[src/rtl/div32x32_seq_if.sv]
// div32x32_seq_if
//   Handshake/operand bundle for the sequential divider.
//   master : requester side (drives start and operands, observes results)
//   slave  : divider side
// Signals
//   start        request pulse, sampled only while the divider is idle
//   dividend     numerator, captured on the accepted start edge
//   divisor      denominator, captured on the accepted start edge
//   busy         high whenever the divider is not idle
//   done         one-cycle pulse, results valid from this cycle
//   quotient     registered result, held until the next done
//   remainder    registered result, held until the next done
//   div_by_zero  registered flag, set with done when divisor was zero
interface div32x32_seq_if #(
  parameter int WIDTH = 32
);
  logic             start;
  logic [WIDTH-1:0] dividend;
  logic [WIDTH-1:0] divisor;
  logic             busy;
  logic             done;
  logic [WIDTH-1:0] quotient;
  logic [WIDTH-1:0] remainder;
  logic             div_by_zero;

  modport master (
    output start, dividend, divisor,
    input  busy, done, quotient, remainder, div_by_zero
  );

  modport slave (
    input  start, dividend, divisor,
    output busy, done, quotient, remainder, div_by_zero
  );
endinterface

[src/rtl/div32x32_seq.sv]
// div32x32_seq
//   Sequential radix-2 restoring divider, one quotient bit per clock.
//   IDLE -> LOAD -> ITER -> FINISH -> IDLE. A dividend whose upper half is
//   zero is pre-shifted so only WIDTH/2 iterations run. Divide by zero skips
//   ITER and returns quotient=all ones, remainder=dividend, div_by_zero=1.
// Ports
//   clk    rising-edge clock
//   reset  asynchronous active-low reset, clears all state and outputs
//   bus    div32x32_seq_if.slave (start/operands in, busy/done/results out)
// Configuration
//   DIV_SIGNED_EN : when defined, operands are two's complement; magnitudes
//                   are divided and the signs fixed up in FINISH (quotient
//                   truncates toward zero, remainder follows the dividend).
//                   When undefined the divider is unsigned only.
module div32x32_seq #(
  parameter int WIDTH = 32
) (
  input logic           clk,
  input logic           reset,
  div32x32_seq_if.slave bus
);

  localparam int HALF = WIDTH / 2;
  localparam int CW   = $clog2(WIDTH + 1);

  typedef enum logic [1:0] {
    IDLE   = 2'd0,
    LOAD   = 2'd1,
    ITER   = 2'd2,
    FINISH = 2'd3
  } state_t;

  state_t           state, state_nxt;

  logic [WIDTH-1:0] a_q;      // dividend as captured (raw)
  logic [WIDTH-1:0] b_q;      // divisor: raw until LOAD, magnitude afterwards
  logic [WIDTH-1:0] mag_a;
  logic [WIDTH-1:0] mag_b;
  logic [WIDTH-1:0] dq;       // dividend bits shift out, quotient bits shift in
  logic [WIDTH-1:0] rem;      // partial remainder
  logic [CW-1:0]    cnt;
  logic [WIDTH:0]   shifted;
  logic [WIDTH:0]   diff;
  logic [WIDTH-1:0] fin_q;
  logic [WIDTH-1:0] fin_r;

  logic [WIDTH-1:0] quo_r;
  logic [WIDTH-1:0] rem_r;
  logic             dbz_r;
  logic             done_r;

`ifdef DIV_SIGNED_EN
  logic             neg_q;
  logic             neg_r;

  function automatic logic [WIDTH-1:0] abs_val(input logic signed [WIDTH-1:0] v);
    if (v < 0) return -v;
    return v;
  endfunction

  function automatic logic [WIDTH-1:0] cond_neg(input logic signed [WIDTH-1:0] v,
                                                input logic                   en);
    if (en) return -v;
    return v;
  endfunction
`endif

  // FSM state register
  always_ff @(posedge clk or negedge reset) begin
    if (!reset) state <= IDLE;
    else        state <= state_nxt;
  end

  // FSM next state
  always_comb begin
    state_nxt = state;
    unique case (state)
      IDLE:    if (bus.start) state_nxt = LOAD;
      LOAD:    state_nxt = (b_q == '0) ? FINISH : ITER;
      ITER:    if (cnt == CW'(1)) state_nxt = FINISH;
      FINISH:  state_nxt = IDLE;
      default: state_nxt = IDLE;
    endcase
  end

  // Operand magnitudes; unsigned build passes operands straight through
  always_comb begin
`ifdef DIV_SIGNED_EN
    mag_a = abs_val(a_q);
    mag_b = abs_val(b_q);
`else
    mag_a = a_q;
    mag_b = b_q;
`endif
  end

  // Trial subtraction: the WIDTH+1-bit difference's top bit is the borrow
  always_comb begin
    shifted = {rem, dq[WIDTH-1]};
    diff    = shifted - {1'b0, b_q};
  end

  // Result selection and sign correction for FINISH
  always_comb begin
    if (b_q == '0) begin
      fin_q = '1;
      fin_r = a_q;
    end else begin
`ifdef DIV_SIGNED_EN
      fin_q = cond_neg(dq, neg_q);
      fin_r = cond_neg(rem, neg_r);
`else
      fin_q = dq;
      fin_r = rem;
`endif
    end
  end

  // Iteration datapath
  always_ff @(posedge clk or negedge reset) begin
    if (!reset) begin
      a_q <= '0;
      b_q <= '0;
      dq  <= '0;
      rem <= '0;
      cnt <= '0;
`ifdef DIV_SIGNED_EN
      neg_q <= 1'b0;
      neg_r <= 1'b0;
`endif
    end else begin
      unique case (state)
        IDLE: begin
          if (bus.start) begin
            a_q <= bus.dividend;
            b_q <= bus.divisor;
          end
        end
        LOAD: begin
          rem <= '0;
          b_q <= mag_b;
`ifdef DIV_SIGNED_EN
          neg_q <= a_q[WIDTH-1] ^ b_q[WIDTH-1];
          neg_r <= a_q[WIDTH-1];
`endif
          // Upper half zero: leading quotient bits are known to be zero
          if (mag_a[WIDTH-1:HALF] == '0) begin
            dq  <= mag_a << HALF;
            cnt <= CW'(HALF);
          end else begin
            dq  <= mag_a;
            cnt <= CW'(WIDTH);
          end
        end
        ITER: begin
          dq  <= {dq[WIDTH-2:0], ~diff[WIDTH]};
          rem <= diff[WIDTH] ? shifted[WIDTH-1:0] : diff[WIDTH-1:0];
          cnt <= cnt - CW'(1);
        end
        default: ;
      endcase
    end
  end

  // Result registers and done pulse (done lands while the FSM is back in IDLE)
  always_ff @(posedge clk or negedge reset) begin
    if (!reset) begin
      quo_r  <= '0;
      rem_r  <= '0;
      dbz_r  <= 1'b0;
      done_r <= 1'b0;
    end else begin
      done_r <= (state == FINISH);
      if (state == FINISH) begin
        quo_r <= fin_q;
        rem_r <= fin_r;
        dbz_r <= (b_q == '0);
      end
    end
  end

  assign bus.busy        = (state != IDLE);
  assign bus.done        = done_r;
  assign bus.quotient    = quo_r;
  assign bus.remainder   = rem_r;
  assign bus.div_by_zero = dbz_r;

endmodule

[src/flat_wrapper.sv]
// flat-port wrapper written by rule: the top's interface ports become plain ports
module div32x32_seq_flat 
#(
  parameter int WIDTH = 32
)
  (clk, reset, bus_start, bus_dividend, bus_divisor, bus_busy, bus_done, bus_quotient, bus_remainder, bus_div_by_zero);
  div32x32_seq_if #(.WIDTH(WIDTH)) bus_i ();
  input logic clk;
  input logic reset;
  input wire logic [$bits(bus_i.start)-1:0] bus_start;
  input wire logic [$bits(bus_i.dividend)-1:0] bus_dividend;
  input wire logic [$bits(bus_i.divisor)-1:0] bus_divisor;
  output wire logic [$bits(bus_i.busy)-1:0] bus_busy;
  output wire logic [$bits(bus_i.done)-1:0] bus_done;
  output wire logic [$bits(bus_i.quotient)-1:0] bus_quotient;
  output wire logic [$bits(bus_i.remainder)-1:0] bus_remainder;
  output wire logic [$bits(bus_i.div_by_zero)-1:0] bus_div_by_zero;
  assign bus_i.start = bus_start;
  assign bus_i.dividend = bus_dividend;
  assign bus_i.divisor = bus_divisor;
  assign bus_busy = bus_i.busy;
  assign bus_done = bus_i.done;
  assign bus_quotient = bus_i.quotient;
  assign bus_remainder = bus_i.remainder;
  assign bus_div_by_zero = bus_i.div_by_zero;
  div32x32_seq #(.WIDTH(WIDTH)) u_core (.clk(clk), .reset(reset), .bus(bus_i));
endmodule
[config.mk]
export PLATFORM = sky130hd
export DESIGN_NAME = div32x32_seq_flat
export DESIGN_NICKNAME = d
export VERILOG_FILES = /design/src/rtl/div32x32_seq_if.sv /design/src/rtl/div32x32_seq.sv /design/src/flat_wrapper.sv
export SDC_FILE = /design/constraint.sdc
export NUM_CORES = 1
export LEC_CHECK = 0
export ABC_AREA = 0
export BUFFER_PORTS_ARGS = -buffer_cell sky130_fd_sc_hd__buf_4
export CORE_MARGIN = 2
export CORE_UTILIZATION = 63
export CTS_CLUSTER_SIZE = 10
export DETAILED_ROUTE_END_ITERATION = 12
export MAX_ROUTING_LAYER = met4
export PLACE_DENSITY = 0.86
export SETUP_SLACK_MARGIN = 0.1
export SYNTH_ARGS = -nofsm -noshare
export SYNTH_HDL_FRONTEND = slang
export SYNTH_SLANG_ARGS = --single-unit
[constraint.sdc]
create_clock -name clk -period 7.22 [get_ports clk]
set_input_delay 1.444 -clock clk [delete_from_list [all_inputs] [get_ports clk]]
set_output_delay 1.444 -clock clk [all_outputs]
set_load 0.02 [all_outputs]
### After elaboration in Yosys (flattened, before gate mapping)

Index checks and enable logic that the tools add are counted.

* bits of input ports: 67
* flip-flop bits (word level): 202
* logic and storage cells: 38
* output and inout bits: 67

* bitwise operators: 1
* eq/ne operators: 6
* $add $sub $neg: 2
* reduce and logical (&&, ||, !) cells: 7
* muxes and demuxes: 12

Operators with widths (count)
* 32-bit 2-to-1 mux: 4
* 32-bit one-hot mux with 2 select lines: 2
* 33-bit by 32-bit subtractor with 33-bit output: 1
* 32-bit logical NOT: 1
* 16-bit logical NOT: 1
* 6-bit one-hot mux with 2 select lines: 1
* 2-bit one-hot mux with 4 select lines: 1
* 6-bit by 1-bit equality test with 1-bit output (second input constant): 1
* 6-bit 2-to-1 mux: 1
* 6-bit by 1-bit subtractor with 6-bit output (second input constant): 1
* 2-bit equality test (second input constant): 2
* 2-bit 2-to-1 mux: 2
* 2-bit AND reduction: 2
* 2-bit nonzero test: 2
* 2-bit by 1-bit equality test with 1-bit output (second input constant): 1
* 2-bit logical NOT: 1
* 2-bit by 1-bit inequality test with 1-bit output (second input constant): 1
* 2-bit inequality test (second input constant): 1
* 1-bit 2-to-1 mux: 1
* 1-bit NOT: 1

### Depth between registers and ports, before layout

Gate-level depths: netlist (run 1).

* depth after elaboration: 3
* gate-level depth with buffers: 15

### Worst setup path before layout (run 1)

OpenSTA, ideal clock, no wires.

* path kind: register to register
* start: register u_core.dq[31]
* end: register u_core.rem[14]
* buffers on the path: 2
* setup time: 0.146 ns
* cell stages (with the launch flop): 16
* slack: 4.106 ns
* arrival: 2.968 ns
* path through: dfrtp_1 -> inv_1 -> ha_1 -> inv_1 -> fa_1 -> a211oi_1 -> o21a_1 -> a211oi_2 -> o211ai_2 -> a31oi_4 -> a211o_1 -> a21o_1 -> clkbuf_1 -> buf_2 -> nand4_1 -> o311ai_0

* longest elaborated chain between the ends: 3

RTL lines
* from (decl): RTL line div32x32_seq.sv:39 `logic [WIDTH-1:0] dq;`
* from (signal assigned): RTL line div32x32_seq.sv:148 `dq <= mag_a << HALF;`
* from (signal assigned): RTL line div32x32_seq.sv:151 `dq <= mag_a;`
* from (signal assigned): RTL line div32x32_seq.sv:156 `dq <= {dq[WIDTH-2:0], ~diff[WIDTH]};`
* 33-bit by 32-bit subtractor with 33-bit output: RTL line div32x32_seq.sv:100 `diff = shifted - {1'b0, b_q};`
* 32-bit 2-to-1 mux: RTL line div32x32_seq.sv:157 `rem <= diff[WIDTH] ? shifted[WIDTH-1:0] : diff[WIDTH-1:0];`
* 32-bit one-hot mux with 2 select lines: RTL line div32x32_seq.sv:132 `unique case (state)`
* to (signal assigned): RTL line div32x32_seq.sv:157
* to (decl): RTL line div32x32_seq.sv:40 `logic [WIDTH-1:0] rem;`

Every way passes these cells.
A chain may end at the register's enable or synchronous reset.

### Worst setup path in the final report (run 1)

Same ends and word-level chain as after synthesis.

==> results.toml, run 1 <==
[die]
floorplan.rows = 47
fp.dieArea_um2 = 18000
die_w_um = 134
core_um2 = 16600
boundaryPins = 134
dieHeight_um = 134
start_util_pct = 64.2

[placement]
place.detailed.instances = 1384
post_dp_cell_area_um2 = 11800
post_placement_setup_slack_ns = 3.25
placement.io_buffers = 133
dp_hpwl_mm = 19.7
gpl.final_weighted_congestion = 0.931

[finish]
finish.instance_area_um2 = 12400
final_nets = 1297
syn_to_final_growth_pct = 16.4
count_of_antenna_diodes_in_the_layout = 0
final_cell_count_no_fill = 1414
final_layout_size_suffix_gt1_share_pct = 22.3

[synthesis]
synth-adder-area-share_pct = 4.77
async_reset_ff_share_pct = 100
compound_cell_area_share_of_the_yosys_netlist_pct = 16.1
syn_area_um2 = 10700
synthesis.nets = 1198
yosys.area_share.xor_xnor_pct = 2.14
syn-mean-instance-area_um2 = 9.76
post_synth_inst_count = 1091
yosys_register_bits = 202
synth.yosys.warnings = 0
synth_cell_type_count = 60
main_combinational_cell_family_by_area_after_synthesis = "compound AO/OA/AOI/OAI gates"
dominantRegCellSynth = "dfrtp_1"
synth-edff-count = 0
yosys.area_share.simple_pct = 13.2
yosys-mux-area-fraction_pct = 11.7
synth_seq_area_share_pct = 47.5

[clock_tree]
clock-sinks = 202
cts_root_buffer = "clkbuf_16"
worst_skew_pair.late_latency_ns = 0.52
max-clock-path-buffers = 3
post_cts.repair.setup_buffers = 0
post_cts_hold_buffer_count = 0
post_cts_resize_count = 0
cts_clk_pin_slew_worst_paths_ns = 0.06
clock_tree_from_tritoncts = "built"
total_clock_buffers_created_by_cts = 24
htree_num_levels = 1

[global_route]
grt_first_pass_wirelength_mm = 44.5
grt_overflow = 0
first_global_vias = 8379
largest_net_degree_at_the_start_of_global_routing = 99
track_usage_pct = 32.2
grt_antenna_before_repair = 0

[sta]
setup_viol = 0
timing.hold.ws_ns = 0.520
tightestPinTransition_ns = 0.977
final.setup.worst_slack_ns = 3.20
finalMaxSlewViolations = 0
count_of_endpoints_failing_hold_in_the_final_timing_report = 0
max-slew-margin-rel_pct = 34.8
post-route-period-util_pct = 55.7
final_min_period_ns = 4.02
max_freq_mhz = 248
tns_ns = 0
worst_clock_skew_ns = 0.0118
rsz0062_at_grt = "no"

[worst_setup_path]
critPathArrivalTime_ns = 4.40
cp_cell_sequence = "inv_1, ha_1, inv_1, fa_1, a211oi_1, o21a_1, a211oi_2, o211ai_2, a31oi_4, a211oi_1, or3_4, nand2_1, o311ai_0"
setup.worst_path.start = "u_core.dq[31]$_DFFE_PN0P_"
path_class = "reg2reg"
path_max_fanout = 25
cp_slowest_cell = "o311ai_0"
worstPathRequired_ns = 7.60
timing.rr.start = "u_core.dq[31]$_DFFE_PN0P_"
start_kind = "register"
bufs_and_invs_on_worst_path = 2
crit_path_max_incr_delay_ns = 0.56
critical_path.top_delay_family = "compound AO/OA/AOI/OAI gates"
end_kind = "register"

[pwr]
peakVddDrop_mv = 0.382
power.leakage_nw = 5.66
power.density_cell_area_nw_per_um2 = 460

[run]
max_cap_violations = 0

[routing]
routed_via_density = 6.26
wire_per_inst_um = 19.9
drtPass1Iterations = 5
antenna_violation_net_count_after_detailed_routing = 0
routed_wl_mm = 28.1
post-route-drc-count = 0
detailroute.via_count = 8849
drt_iter0_drcs = 1068

[worst_hold_path]
holdCritPathClass = "reg2reg"
hp-start = "u_core.bus.div_by_zero$_DFFE_PN0P_"

[status]
status = "finished clean"
## kinds of logic (layout without fill, tap and decap cells)
logic type               after synthesis  after routing
flip-flops                           202            202
AND/OR/NAND/NOR                      305            305
multiplexers                         114            114
buffers and inverters                128            231
XOR/XNOR                              26             26
AO/OA/AOI/OAI                        276            276
adder cells (fa/ha/maj)               40             40
## cells in the final DEF, fill, tap and decap left out, types with 12 or more instances in the layout
master and count:
mux2i_1 34, a21o_1 17, nand4_1 29, nor2_1 129, o221ai_1 14, nand2_1 61, mux2_2 80, o21ai_0 37
nor4_1 12, inv_1 58, clkbuf_16 24, a21oi_1 142, dfrtp_1 202, nand3_1 23, xnor2_1 17, and3_1 19
ha_1 37, buf_4 142
## report_power, final
part           switching [mW]  internal, mW
clock network           0.444         0.603
logic                    1.49          1.06
registers               0.469          1.64
total                    2.40          3.30
## layout make-up
class | instances | area, um^2
fillers | 1159 | 4180
clock inverters | 2 | 21.3
clock buffers | 28 | 626
flip-flops and latches | 202 | 5050
multi-input cells | 761 | 5130
repair buffers | 143 | 1080
well taps | 220 | 275
inverters | 58 | 218
## final timing paths
check | end | slack [ns] | cells past startpoint
max | u_core.rem[14]$_DFFE_PN0P_ | 3.20 | 13
min | u_core.bus.div_by_zero$_DFFE_PN0P_ | 0.52 | 1
max reg2reg | u_core.rem[14]$_DFFE_PN0P_ | 3.20 | 13
min reg2reg | u_core.bus.div_by_zero$_DFFE_PN0P_ | 0.52 | 1
max in group asynchronous | u_core.b_q[20]$_DFFE_PN0P_ | 4.95 | 2
min in group asynchronous | u_core.dq[5]$_DFFE_PN0P_ | 1.00 | 1
## stage by stage
step	power [mW]	utilization (%)
floorplan	3.73	-
global placement	4.52	70.9
detailed placement	4.62	70.9
CTS	5.68	74.8
global route	6.03	74.8
finish	5.70	74.8
## per-layer routing
metal  GRT usage (%)  vias to the layer above  share of wire [%]
li1                -                     4084                  -
met1            43.3                     4261                 41
met2            50.6                      411                 48
met3            4.01                       93                7.0
met4            12.7                        0                4.5
met5               -                        -                  0
## Yosys cell counts (all sizes together), types with 3 or more instances
cell / count / share of area, %
mux2: 80 / 8.5
o311ai: 8 / 0.66
o21a: 5 / 0.35
o221ai: 14 / 1.2
a31o: 5 / 0.41
xor2: 9 / 0.74
o21ai: 39 / 1.8
o31ai: 3 / 0.21
mux2i: 34 / 3.2
and3: 19 / 1.1
nor2: 131 / 4.6
buf: 15 / 0.67
a21o: 17 / 1.2
a21oi: 142 / 6.7
nor2b: 8 / 0.47
a32o: 6 / 0.56
nand3: 23 / 1.1
nor4: 12 / 0.70
inv: 58 / 2.0
nand2: 62 / 2.2
nand2b: 4 / 0.23
a31oi: 3 / 0.32
nand4: 29 / 1.7
dfrtp: 202 / 47
nor3: 4 / 0.19
or2: 3 / 0.18
xnor2: 17 / 1.4
a41o: 3 / 0.28
o211ai: 4 / 0.33
ha: 39 / 4.6
and4: 3 / 0.25
clkbuf: 55 / 1.9
a211oi: 10 / 0.75
o22ai: 3 / 0.18
## sequential cells by signal (all words and copies together), names as in the netlist
| name | cells |
|---|---|
| u_core.a_q | 32 |
| u_core.b_q | 32 |
| u_core.bus.div_by_zero | 1 |
| u_core.bus.done | 1 |
| u_core.bus.quotient | 32 |
| u_core.bus.remainder | 32 |
| u_core.cnt | 6 |
| u_core.dq | 32 |
| u_core.rem | 32 |
| u_core.state | 2 |
(Power assumes the default switching activity.)
==> run 2, diff against run 1 <==
--- a/config.mk
+++ b/config.mk
@@ -8,11 +8,11 @@
 export ABC_AREA = 0
 export BUFFER_PORTS_ARGS = -buffer_cell sky130_fd_sc_hd__buf_4
 export CORE_MARGIN = 2
-export CORE_UTILIZATION = 63
+export CORE_UTILIZATION = 53
 export CTS_CLUSTER_SIZE = 10
 export DETAILED_ROUTE_END_ITERATION = 12
 export MAX_ROUTING_LAYER = met4
-export PLACE_DENSITY = 0.86
+export PLACE_DENSITY = 0.77
 export SETUP_SLACK_MARGIN = 0.1
 export SYNTH_ARGS = -nofsm -noshare
 export SYNTH_HDL_FRONTEND = slang
==> constraint.sdc (replaced) <==
create_clock -name clk -period 3.6 [get_ports clk]
set_input_delay 0.72 -clock clk [delete_from_list [all_inputs] [get_ports clk]]
set_output_delay 0.72 -clock clk [all_outputs]
set_load 0.02 [all_outputs]
==> run 2 against run 1 <==
  * Sequential power rose by 100%
  * Cell count is 4.0% higher
  * Via count decreased by 1.2%
  * Clock power is 120% higher
  * Non-clock buffer count grew 9
  * First-iteration DRC count fell by 41%
  * Final area increased by 2.3%
  * Worst setup slack got worse by 2.9 ns
  * Largest cell class unchanged
==> results.toml, run 2 (synthesis results as in run 1) <==
[status]
status = "finished clean"

[finish]
count_of_antenna_diodes_in_the_layout = 0
highest_count_cells_in_the_layout_ignoring_fill_and_taps = "dfrtp_1, buf_4, a21oi_1"
final_layout_size_suffix_gt1_share_pct = 23.4
final_nets = 1307
syn_to_final_growth_pct = 19.2
fillerInstances = 1596
fraction_of_the_core_area_covered_by_cells_at_the_end_of_the_flow_pct = 64.8
commonest_non_fill_non_tap_cell_in_the_layout = "dfrtp_1"

[clock_tree]
max-clock-path-buffers = 3
clock_tree_from_tritoncts = "built"
clock-sinks = 202
worst_skew_pair.late_latency_ns = 0.53
post_cts_hold_buffer_count = 0
cts_clk_pin_slew_worst_paths_ns = 0.06
htree_num_levels = 1
total_clock_buffers_created_by_cts = 25
cts_root_buffer = "clkbuf_16"

[routing]
routed_wl_mm = 28.6
wire_per_inst_um = 19.4
drtPass1Iterations = 7
post-route-drc-count = 0
antenna_violation_net_count_after_detailed_routing = 0
drt_iter0_drcs = 631
detailroute.via_count = 8747
routed_via_density = 5.95

[worst_setup_path]
critical_path.top_delay_family = "compound AO/OA/AOI/OAI gates"
cp_cell_sequence = "inv_1, ha_1, inv_1, fa_1, a211oi_1, o21a_1, a211oi_2, o211ai_2, a31oi_4, a211o_1, nand3_1, buf_12, a211oi_2, a311o_1"
crit_path_max_incr_delay_ns = 0.42
bufs_and_invs_on_worst_path = 3
start_kind = "register"
critPathArrivalTime_ns = 3.70
path_class = "reg2reg"
path_max_fanout = 29
cp_slowest_cell = "fa_1"
end_kind = "register"
worstPathRequired_ns = 4.01

[pwr]
power.switching_fraction_pct = 41.5
post_layout_total_power_mw = 11.6
peakVddDrop_mv = 0.642
power.density_cell_area_nw_per_um2 = 915
p_clk_share_pct = 19.7
power.leakage_nw = 5.77
power.share.combinational_pct = 44.0
p_int_mw = 6.80
switchingPower_mw = 4.81
power.sequential.fraction_pct = 36.4

[sta]
setup_viol = 0
tns_ns = 0
timing.hold.ws_ns = 0.280
max_freq_mhz = 303
rsz0062_at_grt = "no"
post-route-period-util_pct = 91.6
finalMaxSlewViolations = 0
max-slew-margin-rel_pct = 43.5
final_min_period_ns = 3.30
worst_clock_skew_ns = 0.0142
final.setup.worst_slack_ns = 0.304
count_of_endpoints_failing_hold_in_the_final_timing_report = 0
tightestPinTransition_ns = 0.847

[die]
floorplan.rows = 51
boundaryPins = 134
die_w_um = 146
fp.dieArea_um2 = 21200
dieHeight_um = 146
core_um2 = 19600
start_util_pct = 54.4

[global_route]
grt_antenna_before_repair = 0
first_global_vias = 8357
grt_overflow = 0
grt_first_pass_wirelength_mm = 45.4
track_usage_pct = 27.4
largest_net_degree_at_the_start_of_global_routing = 107

[placement]
post_placement_setup_slack_ns = 0.251
placement.io_buffers = 133
gpl.final_weighted_congestion = 0.919
dp_hpwl_mm = 20.5

[worst_hold_path]
holdCritPathClass = "in2async"

[run]
max_cap_violations = 0
[run 2: changes by cell type in the layout (fill, tap and decap cells not counted), moves of 2 or more]
| cell | before | now |
|---|---|---|
| a211oi_1 | 9 | 7 |
| a211oi_2 | 1 | 3 |
| buf_12 | 0 | 6 |
| buf_4 | 142 | 145 |
| o311ai_0 | 5 | 3 |
| o311ai_1 | 3 | 5 |
[run 2: area by class of cell]
type,instances,area [um^2],area share (%)
multi-input combinational,761,5140,40.5
sequential,202,5050,39.8
timing repair buffer,152,1220,9.63
clock buffer,29,661,5.21
tap,265,332,2.61
inverter,58,218,1.72
clock inverter,4,62.6,0.493
[run 2: repair_timing]
action	4_1_cts	5_1_grt
gates resized for setup	0	5
endpoints found under the setup margin	0	26
setup buffers	0	1
[run 2: per-stage QoR]
step	cells	area, um^2
2_1_floorplan	1091	10700
3_3_place_gp	1437	11900
3_5_place_dp	1437	11900
4_1_cts	1470	12700
5_1_grt	1471	12700
6_report	1471	12700
[run 2: final timing paths]
path                                                    start                                 end  slack [ns]  cells past startpoint
max                                 u_core.dq[31]$_DFFE_PN0P_          u_core.rem[18]$_DFFE_PN0P_        0.30                     14
min                                                     reset  u_core.bus.quotient[1]$_DFFE_PN0P_        0.28                      1
max reg2reg                         u_core.dq[31]$_DFFE_PN0P_          u_core.rem[18]$_DFFE_PN0P_        0.30                     14
min reg2reg                u_core.bus.div_by_zero$_DFFE_PN0P_  u_core.bus.div_by_zero$_DFFE_PN0P_        0.52                      1
max in group asynchronous                               reset          u_core.a_q[26]$_DFFE_PN0P_        2.46                      2
min in group clk                               bus_divisor[2]           u_core.b_q[2]$_DFFE_PN0P_        0.42                      2
[run 2: routing by layer]
layer  vias to the layer above  track usage, %  part of all wire [%]
met5                         -               -                     0
met4                         0            11.2                   4.2
met3                        82            4.48                   6.8
met2                       365            42.1                    46
met1                      4188            36.6                    43
li1                       4112               -                     -
[run 2: power by group through the flow]
stage	Clock [mW]	Combinational (mW)	Sequential (mW)
6_report	2.29	5.10	4.22
2_1_floorplan	0	3.18	4.30
5_1_grt	2.41	5.61	4.32
3_5_place_dp	0	5.06	4.22
4_1_cts	2.31	5.10	4.19
3_3_place_gp	0	4.96	4.19
==> run 3, diff against run 2 <==
--- a/config.mk
+++ b/config.mk
@@ -13,6 +13,8 @@
 export DETAILED_ROUTE_END_ITERATION = 12
 export MAX_ROUTING_LAYER = met4
 export PLACE_DENSITY = 0.77
+export RECOVER_POWER = 50
+export REMOVE_ABC_BUFFERS = 1
 export SETUP_SLACK_MARGIN = 0.1
 export SYNTH_ARGS = -nofsm -noshare
 export SYNTH_HDL_FRONTEND = slang
==> run 3 against run 2 <==
  * The run now ends with capacitance limit, slew limit left
  * Worst hold slack improved by 0.15 ns
  * First-iteration DRC count increased by 3.2%
  * Fmax decreased by 0.49%
  * Sequential power fell by 3%
  * Via count is 0.13% higher
  * Core utilization shrank 0.72 points
  * Final area shrank 1.1%
  * Clock power down 7%
  * Global-route usage down 0.96 points
  * Combinational power down 2%
  * Non-clock buffer count increased by 10
  * Critical path type unchanged
  * Critical endpoint unchanged
==> results.toml, run 3 (synthesis results as in run 1) <==
[placement]
place.detailed.instances = 1446
placement.io_buffers = 133
post_dp_cell_area_um2 = 12000
gpl.final_weighted_congestion = 0.943
dp_hpwl_mm = 19.5

[clock_tree]
total_clock_buffers_created_by_cts = 24
post_cts_hold_buffer_count = 0
cts_clk_pin_slew_worst_paths_ns = 0.06
worst_skew_pair.late_latency_ns = 0.52
cts_root_buffer = "clkbuf_16"
htree_num_levels = 1
max-clock-path-buffers = 3
clock_tree_from_tritoncts = "built"
clock-sinks = 202

[finish]
final_nets = 1316
syn_to_final_growth_pct = 17.8
highest_count_cells_in_the_layout_ignoring_fill_and_taps = "dfrtp_1, a21oi_1, nor2_1"
finish.instance_area_um2 = 12600
commonest_non_fill_non_tap_cell_in_the_layout = "dfrtp_1"
final_cell_count_no_fill = 1478
final_layout_size_suffix_gt1_share_pct = 21.0
count_of_antenna_diodes_in_the_layout = 0

[worst_setup_path]
setup.worst_path.start = "u_core.dq[31]$_DFFE_PN0P_"
critical_path.most_common_cell = "a211oi_2"
timing.rr.start = "u_core.dq[31]$_DFFE_PN0P_"
worstPathRequired_ns = 4.05
critPathArrivalTime_ns = 3.77
rrSetupSlack_ns = 0.29
path_max_fanout = 29
cp_slowest_cell = "fa_1"
cp_cell_sequence = "inv_1, ha_1, inv_1, fa_1, a211oi_2, o21a_2, a211oi_2, o211ai_2, a31oi_4, a211o_1, a21o_1, buf_4, a211oi_2, a311o_1"
path_class = "reg2reg"
start_kind = "register"
end_kind = "register"
crit_path_max_incr_delay_ns = 0.43

[routing]
antenna_violation_net_count_after_detailed_routing = 0
routed_via_density = 5.93
topRoutingLayerUsed = "met4"
post-route-drc-count = 0
drtPass1Iterations = 5
drt_iter0_drcs = 651
wl_met3_mm = 2.00
routedLengthMet1_mm = 11.9
detailroute.via_count = 8758
routed_wl_mm = 27.3
wl_met2_mm = 12.8
wire_per_inst_um = 18.5

[sta]
finalMaxSlewViolations = 160
rsz0062_at_grt = "no"
max_freq_mhz = 302
timing.hold.ws_ns = 0.430
worst_clock_skew_ns = 0.0100
count_of_endpoints_failing_hold_in_the_final_timing_report = 0
final_min_period_ns = 3.31
post-route-period-util_pct = 92.0
max-slew-margin-rel_pct = -61.3
tns_ns = 0
tightestPinTransition_ns = 2.42
setup_viol = 0

[global_route]
grt_first_pass_wirelength_mm = 44.9
track_usage_pct = 26.5
grt_overflow = 0
grt_antenna_before_repair = 0
first_global_vias = 8556
largest_net_degree_at_the_start_of_global_routing = 96

[worst_hold_path]
hp-start = "bus_divisor[10]"
holdCritPathClass = "in2reg"

[pwr]
power.density_cell_area_nw_per_um2 = 894
peakVddDrop_mv = 0.469
post_layout_total_power_mw = 11.2
power.leakage_nw = 5.66

[status]
violated_checks = "capacitance limit, slew limit"
status = "complete, but fails checks"

[die]
die_w_um = 146
boundaryPins = 134
dieHeight_um = 146
core_um2 = 19600
floorplan.rows = 51
start_util_pct = 54.4
fp.dieArea_um2 = 21200

[run]
max_cap_violations = 2
==> run 3: changes by cell type in the layout (fill, tap and decap cells not counted), moves of 3 or more <==
cell | before | now
clkbuf_1 | 2 | 37
clkbuf_2 | 0 | 3
buf_4 | 145 | 121
clkbuf_8 | 3 | 0
==> run 3: power breakdown <==
part	total [mW]	internal, mW	switching (mW)	leakage [nW]
sequential	4.10	3.28	0.814	2.44
combinational	5.00	2.05	2.94	2.90
clock	2.12	1.26	0.862	0.322
==> run 3: through the flow <==
step / setup WS [ns] / utilization, %
after floorplan: -1.13 / -
after global placement: 0.235 / 61.3
final: 0.288 / 64.1
after detailed placement: 0.0946 / 61.3
after global routing: 0.0925 / 64.1
after CTS: 0.110 / 64.7
==> run 3: critical path, delay by kind of cell (launching register included) <==
family,cells,cell delay (ns)
AOI/OAI and AO/OA,9,1.89
adders and majority gates,2,0.60
DFF,1,0.39
buffers and inverters,3,0.38
==> run 3: what timing repair did <==
action	in CTS	in global routing
pin swaps	1	4
endpoints found under the hold margin	0	0
endpoints found under the setup margin	4	33
buffers inserted	0	2
gates resized for setup	1	5
==> run 3: final timing paths <==
check,to,cells after the start
min in group asynchronous,u_core.b_q[4]$_DFFE_PN0P_,1
worst min-delay path,u_core.b_q[10]$_DFFE_PN0P_,2
worst max-delay path,u_core.rem[18]$_DFFE_PN0P_,14
worst max register to register,u_core.rem[18]$_DFFE_PN0P_,14
max in group asynchronous,u_core.a_q[6]$_DFFE_PN0P_,2
worst min register to register,u_core.bus.quotient[17]$_DFFE_PN0P_,2
==> run 3: final cells by class <==
type / instances / area [um^2]
flip-flops and latches: 202 / 5050
inverters: 58 / 218
well taps: 265 / 332
clock inverters: 2 / 46.3
repair buffers: 162 / 1150
clock buffers: 28 / 616
multi-input cells: 761 / 5140
fillers: 1649 / 7040
==> run 3: layer usage <==
metal  global-route usage [%]  up-vias
met1                     37.0     4238
li1                         -     4120
met4                     6.76        0
met2                     40.9      348
met3                     3.86       52
met5                        -        -
